--- src/rtl/spike_event_encoder.sv ---
// Converts an IEEE-754 single membrane potential into spike pulses with a refractory hold-off.
// Define SPIKE_TS_EN to build the timestamp counter and last_ts capture; otherwise last_ts is 0.
module spike_event_encoder #(
  parameter logic [31:0] THRESH         = 32'h3F800000,
  parameter int unsigned PULSE_CYCLES   = 2,
  parameter int unsigned REFRACT_CYCLES = 196
) (
  input  logic        clk,
  input  logic        reset,
  input  logic        enable,
  input  logic [31:0] Vpostx1,
  output logic        spike,
  output logic        refract,
  output logic [15:0] spike_count,
  output logic [31:0] last_ts
);

  localparam logic [2:0] S_IDLE     = 3'd0;
  localparam logic [2:0] S_ARM_WAIT = 3'd1;
  localparam logic [2:0] S_ARMED    = 3'd2;
  localparam logic [2:0] S_PULSE    = 3'd3;
  localparam logic [2:0] S_REFRACT  = 3'd4;

  typedef enum logic [2:0] {
    IDLE     = S_IDLE,
    ARM_WAIT = S_ARM_WAIT,
    ARMED    = S_ARMED,
    PULSE    = S_PULSE,
    REFRACT  = S_REFRACT
  } state_e;

  localparam logic [7:0]  PULSE_LOAD = 8'(PULSE_CYCLES - 1);
  localparam logic [15:0] REFR_LOAD  = 16'(REFRACT_CYCLES - 1);

  logic        v_nan;
  logic        v_ge;
  logic        above;
  logic        below;
  logic [30:0] v_mag;
  logic [30:0] t_mag;

  always_comb begin
    v_mag = Vpostx1[30:0];
    t_mag = THRESH[30:0];
    v_nan = (Vpostx1[30:23] == 8'hFF) && (Vpostx1[22:0] != '0);
    // Sign-magnitude ordering; +0 and -0 are equal, negatives compare reversed.
    if ((v_mag == '0) && (t_mag == '0)) begin
      v_ge = 1'b1;
    end else if (Vpostx1[31] != THRESH[31]) begin
      v_ge = ~Vpostx1[31];
    end else if (!Vpostx1[31]) begin
      v_ge = (v_mag >= t_mag);
    end else begin
      v_ge = (v_mag <= t_mag);
    end
    above = ~v_nan & v_ge;
    below = ~v_nan & ~v_ge;
  end

  state_e      state_q, state_d;
  logic [7:0]  pulse_cnt_q, pulse_cnt_d;
  logic [15:0] refr_cnt_q, refr_cnt_d;
  logic [15:0] count_q, count_d;
  logic        spike_q, spike_d;
  logic        refract_q, refract_d;
  logic        fire;

  always_comb begin
    state_d     = state_q;
    pulse_cnt_d = pulse_cnt_q;
    refr_cnt_d  = refr_cnt_q;
    fire        = 1'b0;
    if (!enable) begin
      state_d = IDLE;
    end else begin
      unique case (state_q)
        IDLE: state_d = ARM_WAIT;
        ARM_WAIT: begin
          if (below) state_d = ARMED;
        end
        ARMED: begin
          if (above) begin
            fire        = 1'b1;
            state_d     = PULSE;
            pulse_cnt_d = PULSE_LOAD;
          end
        end
        PULSE: begin
          if (pulse_cnt_q == '0) begin
            if (REFRACT_CYCLES == 0) begin
              state_d = ARM_WAIT;
            end else begin
              state_d    = REFRACT;
              refr_cnt_d = REFR_LOAD;
            end
          end else begin
            pulse_cnt_d = pulse_cnt_q - 8'd1;
          end
        end
        REFRACT: begin
          if (refr_cnt_q == '0) begin
            state_d = ARM_WAIT;
          end else begin
            refr_cnt_d = refr_cnt_q - 16'd1;
          end
        end
        default: state_d = IDLE;
      endcase
    end

    count_d = count_q;
    if (fire && (count_q != '1)) count_d = count_q + 16'd1;

    // Outputs are registered from the next state so they track state_q exactly.
    spike_d   = (state_d == PULSE);
    refract_d = (state_d == REFRACT);
  end

  always_ff @(posedge clk) begin
    if (reset) begin
      state_q     <= IDLE;
      pulse_cnt_q <= '0;
      refr_cnt_q  <= '0;
      count_q     <= '0;
      spike_q     <= 1'b0;
      refract_q   <= 1'b0;
    end else begin
      state_q     <= state_d;
      pulse_cnt_q <= pulse_cnt_d;
      refr_cnt_q  <= refr_cnt_d;
      count_q     <= count_d;
      spike_q     <= spike_d;
      refract_q   <= refract_d;
    end
  end

  assign spike       = spike_q;
  assign refract     = refract_q;
  assign spike_count = count_q;

`ifdef SPIKE_TS_EN
  logic [31:0] ts_q, ts_d;
  logic [31:0] last_ts_q, last_ts_d;

  always_comb begin
    ts_d      = ts_q;
    last_ts_d = last_ts_q;
    if (enable) ts_d = ts_q + 32'd1;
    // Capture the pre-increment value seen at the crossing edge.
    if (fire) last_ts_d = ts_q;
  end

  always_ff @(posedge clk) begin
    if (reset) begin
      ts_q      <= '0;
      last_ts_q <= '0;
    end else begin
      ts_q      <= ts_d;
      last_ts_q <= last_ts_d;
    end
  end

  assign last_ts = last_ts_q;
`else
  assign last_ts = '0;
`endif

endmodule

--- config.mk ---
export PLATFORM = sky130hd
export DESIGN_NAME = spike_event_encoder
export DESIGN_NICKNAME = d
export VERILOG_FILES = /design/src/rtl/spike_event_encoder.sv
export SDC_FILE = /design/constraint.sdc
export NUM_CORES = 1
export LEC_CHECK = 0
export CORE_MARGIN = 1
export CORE_UTILIZATION = 25
export CTS_BUF_LIST = sky130_fd_sc_hd__clkbuf_8
export DETAILED_ROUTE_END_ITERATION = 10
export HOLD_SLACK_MARGIN = 0.12
export PLACE_DENSITY = 0.5
export REMOVE_ABC_BUFFERS = 1
export SETUP_SLACK_MARGIN = 0.1
export SLEW_MARGIN = 0
export SYNTH_ARGS = -nofsm -noshare
export SYNTH_HDL_FRONTEND = slang
export SYNTH_SLANG_ARGS = --single-unit
--- constraint.sdc ---
create_clock -name clk -period 5.6 [get_ports clk]
set_clock_uncertainty 0.1 [all_clocks]
set_input_delay 1.68 -clock clk [delete_from_list [all_inputs] [get_ports clk]]
set_output_delay 1.68 -clock clk [all_outputs]
set_load 0.01 [all_outputs]
==> out/results.ini <==
[run_status]
status = completed

[power_and_ir_drop]
powerDensity_mw_per_mm2 = 175
internal_power_uw = 435
p_leak_nw = 1.11
p_comb_share_pct = 10.1
swShare_pct = 24.9
total_switching_power_uw = 145
total_power_uw = 580
p_clk_share_pct = 34.1
peakVddDrop_uv = 76.9
seq_power_share_pct = 55.8

[setup_path]
crit_type = in2reg
required_ns = 5.69
start_kind = primary input
critPathArrivalTime_ns = 3.87
end_kind = register
cp_max_fo = 26

[timing]
rsz0062_at_grt = no
setup_tns_ns = 0
relSlewSlack_pct = 55.9
fmax_ghz = 0.264
setup_viol = 0
finalCriticalPeriod_ns = 3.79
period_share_pct = 67.6
final-hold-violation-count = 0
tightest_slew_ns = 0.657
slew_viol_final = 0

[yosys]
synth_cell_types = 54
synth-seq-cells = 45
syn_area_per_cell_sq_um = 8.21
async_flop_share_pct = 0
synth_area_leaders = dfxtp_1 33%, buf_4 8.9%, xor2_1 4.6%
synthFlopType = dfxtp_1
synth_cells = 328
synth_enable_flop_cells = 0
yosysTopAreaCellShare_pct = 33.5
ys_warn_count = 0
yosysSeqAreaShare_pct = 33.5
synth_top_cell_by_area = dfxtp_1
synthMostInstantiatedCell = dfxtp_1
syn-cell-area_sq_mm = 0.00269
synth.cells.most_frequent = 45 x dfxtp_1, 32 x buf_4, 32 x nor2_1

[die]
die_w_microns = 106
pin_count = 85
initial_core_util_pct = 26.0
dieHeight_microns = 106
rows = 37
core_area_sq_mm = 0.0104
dieArea_sq_mm = 0.0112

[place]
numPortBuffers = 52
place_congestion = 0.798
dpl_cell_area_sq_mm = 0.00323
dp_cells = 506
dp_hpwl_microns = 4590

[cts]
cts_tree = built
postCtsSetupBuffers = 0
clk_pin_slew_worst_paths_ns = 0.09
cts.sinks = 45
clk_path_buf_depth = 2
cts-resized-gates = 0
h-tree-depth = 2
cts_root_buf = clkbuf_8
postCtsHoldBufs = 0
clkLatencyLatePin_ns = 0.30
numCtsBuffers = 5

[final_layout]
fillers = 1126
areaGrowthSynthToFinish_pct = 23.0
nNetsFinal = 415
instances_no_fill = 514
drive_above_1_share_pct = 6.08
antenna_cells = 0
final_area_sq_mm = 0.00331

[routing]
drc = 0
antenna_left = 0
drt-pass1-iter-count = 4
via_per_inst = 4.61
routed-via-count = 2371
wl_microns = 6070
wire_per_inst_microns = 11.8
drt_iter0_drc = 67

[grt]
antenna_found_initial = 0
overflow = 0
grt_pass1_wl_microns = 10500
grt_max_degree = 27
grt_pass1_vias = 2229
grt_usage_pct = 11.4

[hold_path]
worst_hold_path_type = reg2reg

[run]
timing.max_cap.violations = 0

[per-stage QoR]
| stage | utilization [%] | hold WS (ns) | setup WS (ns) |
|---|---|---|---|
| floorplan | - | 0.344 | 2.02 |
| global placement | 31.1 | 0.381 | 1.51 |
| detailed placement | 31.1 | 0.395 | 1.45 |
| CTS | 31.9 | 0.408 | 1.79 |
| global route | 31.9 | 0.428 | 1.53 |
| finish | 31.9 | 0.403 | 1.81 |
[final timing paths]
kind | start | to | slack [ns] | depth (start not counted)
setup / recovery | Vpostx1[1] | spike_count[13]$_SDFFE_PP0P_ | 1.81 | 8
hold / removal | pulse_cnt_q[7]$_SDFFE_PP0P_ | pulse_cnt_q[7]$_SDFFE_PP0P_ | 0.40 | 1
setup reg to reg | pulse_cnt_q[0]$_SDFFE_PP0P_ | refr_cnt_q[15]$_SDFFE_PP0P_ | 3.01 | 8
hold reg to reg | pulse_cnt_q[7]$_SDFFE_PP0P_ | pulse_cnt_q[7]$_SDFFE_PP0P_ | 0.40 | 1
[kinds of logic (layout without fill, tap and decap cells)]
group           after synthesis  count (layout)  synth area share (%)
buf+inv                      54              73                  12.4
fa+ha+maj                     3               3                  1.39
other cells                   1              32                 0.139
compound gates               59              59                  14.8
mux                           6               6                  2.46
simple gates                146             146                  30.8
xor+xnor                     14              14                  4.55
flops                        45              45                  33.5
[power groups by stage]
stage               registers (mW)  clock network [mW]  logic [mW]
global route                 0.324               0.220      0.0645
detailed placement           0.331                   0      0.0584
floorplan                    0.331                   0      0.0241
CTS                          0.324               0.207      0.0585
finish                       0.324               0.198      0.0583
global placement             0.331                   0      0.0578
[registers in the layout, indices dropped and copies added, names as in the netlist]
register,cells
pulse_cnt_q,8
refract,1
refr_cnt_q,16
state_q,3
spike_count,16
spike,1
[cells in the final DEF (no fill, tap or decap), types with 2 or more instances in the layout]
master	synthesis	routed
nand3b_1	5	5
o21ai_0	2	2
nor3b_1	2	2
conb_1	1	32
ha_1	3	3
nand4b_1	2	2
nor2b_1	6	6
o211ai_1	2	2
o31ai_1	10	10
nand4_1	6	6
a31oi_1	6	6
a311oi_1	3	3
clkbuf_8	0	5
nand3_1	16	16
or3_1	5	5
nor4_1	10	10
nor3_2	2	2
xor2_1	14	14
mux2_1	4	4
or4_1	10	10
nand2_1	22	22
inv_1	8	9
clkinv_2	0	2
nor2_1	32	32
dfxtp_1	45	45
buf_4	32	4
a21oi_1	23	23
nor3_1	9	9
and2_1	2	2
o21ai_1	4	4
nand2b_1	4	4
a211oi_1	3	3
clkdlybuf4s50_1	0	52
and3_1	2	2
[routing by layer]
| layer | part of all wire [%] | routed length, microns | vias up | GRT usage, % |
|---|---|---|---|---|
| met3 | 3.5 | 213 | 5 | 2.23 |
| met4 | 0.76 | 46 | 0 | 2.68 |
| met2 | 45 | 2760 | 42 | 18.8 |
| met1 | 50 | 3050 | 1103 | 15.2 |
| met5 | 0 | 0 | - | 0 |
| li1 | - | - | 1221 | - |
[worst max-delay path, stage by stage]
cell             delay (ns)
clkdlybuf4s50_1        0.40
nor4_1                 0.31
nand4_1                0.15
and4b_1                0.36
o21ai_2                0.09
buf_4                  0.25
nor4_1                 0.30
mux2_1                 0.34
[final cells by class]
type	instances	area, sq um	area share (%)
multi-input cells	260	1570	47.5
flip-flops and latches	45	901	27.2
repair buffers	56	551	16.6
well taps	136	170	5.14
clock buffers	5	68.8	2.08
inverters	9	33.8	1.02
clock inverters	3	13.8	0.416
(Power assumes the default switching activity.)
